<file path="config.mk">
export PLATFORM = sky130hd
export DESIGN_NAME = serial_add_ctrl_flat
export DESIGN_NICKNAME = d
export VERILOG_FILES = /design/src/rtl/serial_add_ctrl_if.sv /design/src/rtl/serial_add_ctrl.sv /design/src/flat_wrapper.sv
export SDC_FILE = /design/constraint.sdc
export NUM_CORES = 1
export LEC_CHECK = 0
export CAP_MARGIN = 20
export CORE_ASPECT_RATIO = 1.75
export CORE_MARGIN = 2
export CORE_UTILIZATION = 50
export DETAILED_ROUTE_END_ITERATION = 12
export GPL_TIMING_DRIVEN = 0
export PLACE_DENSITY = 0.78
export SYNTH_ARGS = -nofsm -noshare
export SYNTH_HDL_FRONTEND = slang
export SYNTH_SLANG_ARGS = --single-unit
</file>
<file path="constraint.sdc">
create_clock -name clk -period 3.9 [get_ports clk]
set_clock_uncertainty 0.1 [all_clocks]
set_input_delay 0.39 -clock clk [delete_from_list [all_inputs] [get_ports clk]]
set_output_delay 0.39 -clock clk [all_outputs]
set_load 0.005 [all_outputs]
</file>
<file path="src/rtl/serial_add_ctrl_if.sv">
// Handshake/result bundle for serial_add_ctrl.
// The sub port exists only when SERIAL_ADD_SUB_EN is defined.
interface serial_add_ctrl_if #(
  parameter int WIDTH = 8
);
  logic             start;
  logic [WIDTH-1:0] a;
  logic [WIDTH-1:0] b;
  logic             cin;
`ifdef SERIAL_ADD_SUB_EN
  logic             sub;
`endif
  logic             busy;
  logic             done;
  logic [WIDTH-1:0] s;
  logic             cout;

`ifdef SERIAL_ADD_SUB_EN
  modport master (output start, a, b, cin, sub, input busy, done, s, cout);
  modport slave  (input start, a, b, cin, sub, output busy, done, s, cout);
`else
  modport master (output start, a, b, cin, input busy, done, s, cout);
  modport slave  (input start, a, b, cin, output busy, done, s, cout);
`endif
endinterface

</file>
<file path="src/rtl/serial_add_ctrl.sv">
// Bit-serial adder: one full-adder Slice reused over WIDTH clocks, LSB first.
// Optional subtract mode is enabled by defining SERIAL_ADD_SUB_EN.
module Slice (
  input  logic i_a,
  input  logic i_b,
  input  logic i_cin,
  output logic o_s,
  output logic o_cout
);
  assign o_s    = i_a ^ i_b ^ i_cin;
  assign o_cout = (i_a & i_b) | (i_cin & (i_a ^ i_b));
endmodule

module serial_add_ctrl #(
  parameter int WIDTH = 8
) (
  input logic              clk,
  input logic              rst,
  serial_add_ctrl_if.slave bus
);
  localparam int CW = $clog2(WIDTH);
  localparam logic [CW-1:0] LAST = CW'(WIDTH - 1);

  typedef enum logic [1:0] {IDLE, RUN, DONE} state_t;

  state_t           r_state;
  state_t           w_next;
  logic [WIDTH-1:0] r_a;
  logic [WIDTH-1:0] r_b;
  logic [WIDTH-1:0] r_pSum;
  logic [WIDTH-1:0] r_s;
  logic [CW-1:0]    r_cnt;
  logic             r_carry;
  logic             r_cout;
  logic             w_load;
  logic             w_last;
  logic             w_sliceS;
  logic             w_sliceCout;
  logic [WIDTH-1:0] w_bLoad;
  logic             w_carryLoad;

  Slice u_slice (
    .i_a    (r_a[0]),
    .i_b    (r_b[0]),
    .i_cin  (r_carry),
    .o_s    (w_sliceS),
    .o_cout (w_sliceCout)
  );

  assign w_load = ((r_state == IDLE) || (r_state == DONE)) && bus.start;
  assign w_last = (r_state == RUN) && (r_cnt == LAST);

  // Subtraction is a + ~b + 1, so only the load values differ.
`ifdef SERIAL_ADD_SUB_EN
  assign w_bLoad     = bus.sub ? ~bus.b : bus.b;
  assign w_carryLoad = bus.sub ? 1'b1 : bus.cin;
`else
  assign w_bLoad     = bus.b;
  assign w_carryLoad = bus.cin;
`endif

  always_ff @(posedge clk) begin
    if (rst) r_state <= IDLE;
    else     r_state <= w_next;
  end

  always_comb begin
    w_next = r_state;
    case (r_state)
      IDLE:    if (bus.start) w_next = RUN;
      RUN:     if (w_last) w_next = DONE;
      DONE:    w_next = bus.start ? RUN : IDLE;
      default: w_next = IDLE;
    endcase
  end

  // Result registers update only on the final bit step and hold otherwise.
  always_ff @(posedge clk) begin
    if (rst) begin
      r_a     <= '0;
      r_b     <= '0;
      r_pSum  <= '0;
      r_cnt   <= '0;
      r_carry <= 1'b0;
      r_s     <= '0;
      r_cout  <= 1'b0;
    end else if (w_load) begin
      r_a     <= bus.a;
      r_b     <= w_bLoad;
      r_pSum  <= '0;
      r_cnt   <= '0;
      r_carry <= w_carryLoad;
    end else if (r_state == RUN) begin
      r_a     <= r_a >> 1;
      r_b     <= r_b >> 1;
      r_pSum  <= {w_sliceS, r_pSum[WIDTH-1:1]};
      r_carry <= w_sliceCout;
      r_cnt   <= r_cnt + 1'b1;
      if (w_last) begin
        r_s    <= {w_sliceS, r_pSum[WIDTH-1:1]};
        r_cout <= w_sliceCout;
      end
    end
  end

  assign bus.busy = (r_state == RUN);
  assign bus.done = (r_state == DONE);
  assign bus.s    = r_s;
  assign bus.cout = r_cout;
endmodule

</file>
<file path="src/flat_wrapper.sv">
// flat-port wrapper written by rule: the top's interface ports become plain ports
module serial_add_ctrl_flat 
#(
  parameter int WIDTH = 8
)
  (clk, rst, bus_start, bus_a, bus_b, bus_cin, bus_busy, bus_done, bus_s, bus_cout);
  serial_add_ctrl_if #(.WIDTH(WIDTH)) bus_i ();
  input logic clk;
  input logic rst;
  input wire logic [$bits(bus_i.start)-1:0] bus_start;
  input wire logic [$bits(bus_i.a)-1:0] bus_a;
  input wire logic [$bits(bus_i.b)-1:0] bus_b;
  input wire logic [$bits(bus_i.cin)-1:0] bus_cin;
  output wire logic [$bits(bus_i.busy)-1:0] bus_busy;
  output wire logic [$bits(bus_i.done)-1:0] bus_done;
  output wire logic [$bits(bus_i.s)-1:0] bus_s;
  output wire logic [$bits(bus_i.cout)-1:0] bus_cout;
  assign bus_i.start = bus_start;
  assign bus_i.a = bus_a;
  assign bus_i.b = bus_b;
  assign bus_i.cin = bus_cin;
  assign bus_busy = bus_i.busy;
  assign bus_done = bus_i.done;
  assign bus_s = bus_i.s;
  assign bus_cout = bus_i.cout;
  serial_add_ctrl #(.WIDTH(WIDTH)) u_core (.clk(clk), .rst(rst), .bus(bus_i));
endmodule
</file>
=== Word level (Yosys, flattened, before mapping) ===
Cells that the tools add are included.

* Flip-flop bits (word level): 39
* Bits in latches: 0
* Memory bits (writable): 0
* Memory bits (read-only): 0
* Input port bits: 20
* Output and inout bits: 11
* Memories: 0

* Add/subtract/negate cells: 1
* Multiply operators: 0
* Divide/modulo/power cells: 0
* Order comparisons: 0
* Eq/ne operators: 5
* Shift operators: 0
* Multiplexer cells: 10
* Bitwise logic cells: 6
* Reductions and logical operators: 8

{| class="wikitable"
|+ Operators with widths
! operator !! count
|-
| two-way mux 8 bit || 4
|-
| one-hot mux 2 bit (3 select lines) || 1
|-
| two-way mux 2 bit || 2
|-
| adder 3 x 1 -> 3 bit (second input constant) || 1
|-
| == test 3 bit (second input constant) || 1
|-
| two-way mux 1 bit || 3
|-
| AND reduction 3 bit || 1
|-
| bitwise AND 1 bit || 2
|-
| == test 2 x 1 -> 1 bit (second input constant) || 1
|-
| == test 2 bit (second input constant) || 1
|-
| logical AND 1 bit || 2
|-
| logical NOT 2 bit || 1
|-
| != test 2 x 1 -> 1 bit (second input constant) || 1
|-
| != test 2 bit (second input constant) || 1
|-
| AND reduction 2 bit || 1
|-
| nonzero test 2 bit || 1
|-
| OR reduction 2 bit || 1
|-
| XOR 1 bit || 2
|-
| logical OR 1 bit || 1
|-
| inverter 1 bit || 1
|-
| OR 1 bit || 1
|}

=== Logic depth before layout (Yosys ltp) ===
Gate-level depths: netlist (run 1).

* Depth in word-level cells: 5
* Mapped depth: 6
* Gate-level depth less buffers: 5

=== Modules after synthesis ===
Synthesis (run 1) repeated with hierarchy kept, for this count alone.

* Cell total of the unflattened synthesis: 175
* Area, all modules: 1,512.7 um^2

{| class="wikitable"
|+ Modules (own cells, without submodules)
! module !! instances !! cells an instance !! area an instance (um^2)
|-
| serial_add_ctrl || 1 || 174 || 1,492.7
|-
| Slice || 1 || 1 || 20.0
|}

=== Least setup slack after synthesis (run 1) ===
No wires, ideal clock.

* Path kind: register -> register
* Start point: register u_core.r_cnt[0]
* End point: register u_core.r_state[0]
* Library setup time: 0.128 ns
* Data arrival time: 1.068 ns
* Path slack: 2.605 ns
* Cell stages (with the launch flop): 6
* Period minus slack after synthesis: 1.295 ns
* Path through: dfxtp_1 -> ha_1 -> ha_1 -> clkbuf_1 -> o21a_1 -> nor2_1

* Longest elaborated chain between the ends: 4

{| class="wikitable"
|+ RTL lines
! what !! line !! source
|-
| start: declaration || serial_add_ctrl.sv:32 || <nowiki>logic [CW-1:0] r_cnt;</nowiki>
|-
| start signal: assignment || serial_add_ctrl.sv:98 || <nowiki>r_cnt <= r_cnt + 1'b1;</nowiki>
|-
| == test 3 bit || serial_add_ctrl.sv:51 || <nowiki>assign w_last = (r_state == RUN) && (r_cnt == LAST);</nowiki>
|-
| logical AND 1 bit || serial_add_ctrl.sv:51 ||
|-
| != test 2 x 1 -> 1 bit (no source line) || -- ||
|-
| AND reduction 2 bit (no source line) || -- ||
|-
| end signal: assignment || serial_add_ctrl.sv:64 || <nowiki>else r_state <= w_next;</nowiki>
|-
| end: declaration || serial_add_ctrl.sv:26 || <nowiki>state_t r_state;</nowiki>
|}

No other way between the ends.
A chain may end at the register's enable or synchronous reset.

=== Worst setup path in the final report (run 1) ===
* Start point: register u_core.r_state[0]
* End point: output port bus_busy

* Longest elaborated chain between the ends: 1

{| class="wikitable"
|+ RTL lines
! what !! line !! source
|-
| == test 2 x 1 -> 1 bit || serial_add_ctrl.sv:106 || <nowiki>assign bus.busy = (r_state == RUN);</nowiki>
|-
| end: declaration || flat_wrapper.sv:14 || <nowiki>output wire logic [$bits(bus_i.busy)-1:0] bus_busy;</nowiki>
|}

No other way between the ends.

==> flow_summary.toml, run 1 <==
[outcome]
outcome = "finished, final reports clean"

[route]
first_pass_iters = 4
wl_um = 3635
drc = 0
wl_per_cell_um = 15.02
drtIter0Drc = 40
vias_per_cell = 5.736
vias = 1388
ant_nets = 0

[layout]
regArea_um2 = 760.7
num-fill-cells = 269
drive_gt1_frac = 0.08879
insertedDiodeCount = 0
area.growth.synth_to_final_pct = 29.13
instances_no_fill = 242
final_area_um2 = 1958
final_util = 0.6763
multi_input_area_um2 = 644.4
final_nets = 236

[yosys]
synth-simple-area-share = 0.2368
synth_cell_type_count = 25
synth_adder_area_share = 0.02970
synthTopCellsByCount = "38 x dfxtp_1, 38 x nand2_1, 21 x a21oi_1, 17 x nor3_1, 12 x nand3_1"
syn_nets = 199
synthFlopType = "dfxtp_1"
avgSynthCellArea_um2 = 8.616
synth-xor-area-share = 0.005776
synth_compound_area_frac = 0.1460
synthTopCellsByArea = "dfxtp_1 50%, nand2_1 9.4%, a21oi_1 6.9%"
yosysWarnings = 0
synth_largest_area_cell = "dfxtp_1"
synth_seq_cells = 38
synth_cells = 176
synth_top_family_by_area = "simple AND/OR/NAND/NOR gates"
synth.area.mux_share = 0.006601
synth_area_um2 = 1516
synth-seq-area-share = 0.5017
synthArstFlopShare = 0
synthDominantCellAreaShare = 0.5017
synth-edff-count = 0

[run]
cap_violations = 0

[pwr]
ir_worst_vdd_v = 0.0003503
power_mw = 0.8590
powerDensity_nw_per_um2 = 438.7
leakagePower_nw = 0.6979

[timing]
setup_violations = 0
maxSlewHeadroom = 0.6942
rsz0062_at_grt = "false"
final_hold_viol_count = 0
period_share = 0.5632
worst_slew_pin_slew_ns = 0.4587
max_freq_ghz = 0.4552
whs_ns = 0.3573
period_minus_slack_ns = 2.197
setup-tns-final_ns = 0
timing.final.ws_setup_ns = 1.703
drv_slew = 0

[critical_path]
rr_endpoint = "u_core.bus.s[5]$_SDFFE_PP0P_"
critPathCapture = "bus_busy"
startpoint = "u_core.r_state[0]$_SDFFE_PP0P_"
cp.arrival_ns = 1.71
path_class = "reg -> out"
worstPathMaxFanout = 10
r2r_cells = 5
crit_required_ns = 3.41
endpoint_kind = "primary output"
rrSetupSlack_ns = 2.35
reg2reg_from = "u_core.r_cnt[0]$_SDFFE_PP0P_"
timing.critical_path.from_type = "register"

[cts]
cts_tree = "built"
numCtsBuffers = 5
cts_hold_buf = 0
cts_sinks = 38
cts_root_buf = "clkbuf_8"
cts_setup_buffers = 0
insertion_delay_ns = 0.30
clockBufferDepth = 2
htree_levels = 2
clk_pin_slew_ns = 0.07
ctsResizeCount = 0

[floorplanning]
die_area_um2 = 3507
io_pins = 31
rows = 26
die_x_um = 45.63
die_h_um = 76.86
start_util = 0.5238
core_um2 = 2895

[placement]
io_buffers = 30
dp_cells = 234
post_dp_cell_area_um2 = 1852
dp_hpwl_um = 2656
gp_congestion = 0.8226
pre_cts_ws_ns = 2.051

[global_routing]
track_usage = 0.2299
grt_pass1_vias = 1377
grt_antenna_before_repair = 0
grt_pass1_wl_um = 5871
grt_max_degree = 12
grt-ovfl-total = 0

[min_path]
hp-class = "reg -> reg"
worstHoldStart = "u_core.bus.s[2]$_SDFFE_PP0P_"
[power by group]
part           internal (mW)  switching [mW]  leakage (nW)
sequential             0.406          0.0130         0.310
combinational         0.0538          0.0562         0.335
clock                  0.191           0.138        0.0524
[worst max-delay path, cell delays in order (launching register included)]
cell             delay (ns)
dfxtp_1                0.42
nand2b_1               0.10
buf_6                  0.15
inv_6                  0.09
buf_6                  0.14
clkdlybuf4s50_1        0.50
[logic make-up (layout without fill, tap and decap cells)]
family                     Yosys count  count (layout)
and+or+nand+nor                     81              81
DFF                                 38              38
AOI/OAI and AO/OA                   37              37
buffers and inverters               15              53
adders and majority gates            3               3
xor gates and xnor gates             1               1
muxes                                1               1
[routing by layer]
| metal | part of all wire | track usage | vias up |
|---|---|---|---|
| met5 | 0 | 0 | - |
| met4 | 0.025 | 0.1206 | 0 |
| met3 | 0.036 | 0.06824 | 8 |
| met2 | 0.56 | 0.4113 | 37 |
| met1 | 0.38 | 0.2144 | 661 |
| li1 | - | - | 682 |
[area by class of cell]
cell class,instances,share of cell area
multi-input cells,123,0.3291
repair buffers,30,0.1534
clock buffers,7,0.03898
flip-flops and latches,38,0.3885
plain buffers,14,0.05240
inverters,1,0.004473
clock inverters,1,0.01534
well taps,28,0.01789
[worst min-delay path by stage]
stage	cells after the start	endpoint	slack, ns
after floorplan	2	u_core.r_pSum[1]$_SDFFE_PP0P_	0.34
after global placement	2	u_core.bus.s[3]$_SDFFE_PP0P_	0.34
after detailed placement	2	u_core.bus.s[2]$_SDFFE_PP0P_	0.35
after CTS	2	u_core.bus.s[2]$_SDFFE_PP0P_	0.36
after global routing	2	u_core.bus.s[2]$_SDFFE_PP0P_	0.38
final	2	u_core.bus.s[2]$_SDFFE_PP0P_	0.36
[cell usage in the layout, fill, tap and decap left out, drive strengths merged, types with 8 or more instances in the layout]
cell,count
clkdlybuf4s50,30
a21oi,21
nand2,38
clkbuf,9
nor2,8
o22ai,8
buf,12
nor3,17
nand3,12
dfxtp,38
[registers in the layout, summed over array words and instances (netlist names)]
signal and flops:
u_core.r_b 8, u_core.r_a 8, u_core.bus.cout 1, u_core.bus.s 8, u_core.r_state 2, u_core.r_cnt 3
u_core.r_carry 1, u_core.r_pSum 7
No activity file was read; power rests on OpenSTA's default activity.
==> run 2, diff against run 1 <==
==> constraint.sdc (replaced) <==
create_clock -name clk -period 2.2 [get_ports clk]
set_clock_uncertainty 0.1 [all_clocks]
set_input_delay 0.22 -clock clk [delete_from_list [all_inputs] [get_ports clk]]
set_output_delay 0.22 -clock clk [all_outputs]
set_load 0.005 [all_outputs]
==> results of run 2 <==
The final DEF is identical to that of run 1. Status: finished, final reports clean.
Main changes from that run: setup slack after placement 2.051 ns -> 0.5213 ns; setup slack after layout 1.703 ns -> 0.1734 ns; register-to-register setup slack 2.35 ns -> 0.65 ns; total power 0.8590 mW -> 1.523 mW; worst IR drop on VDD 0.0003503 V -> 0.0006209 V
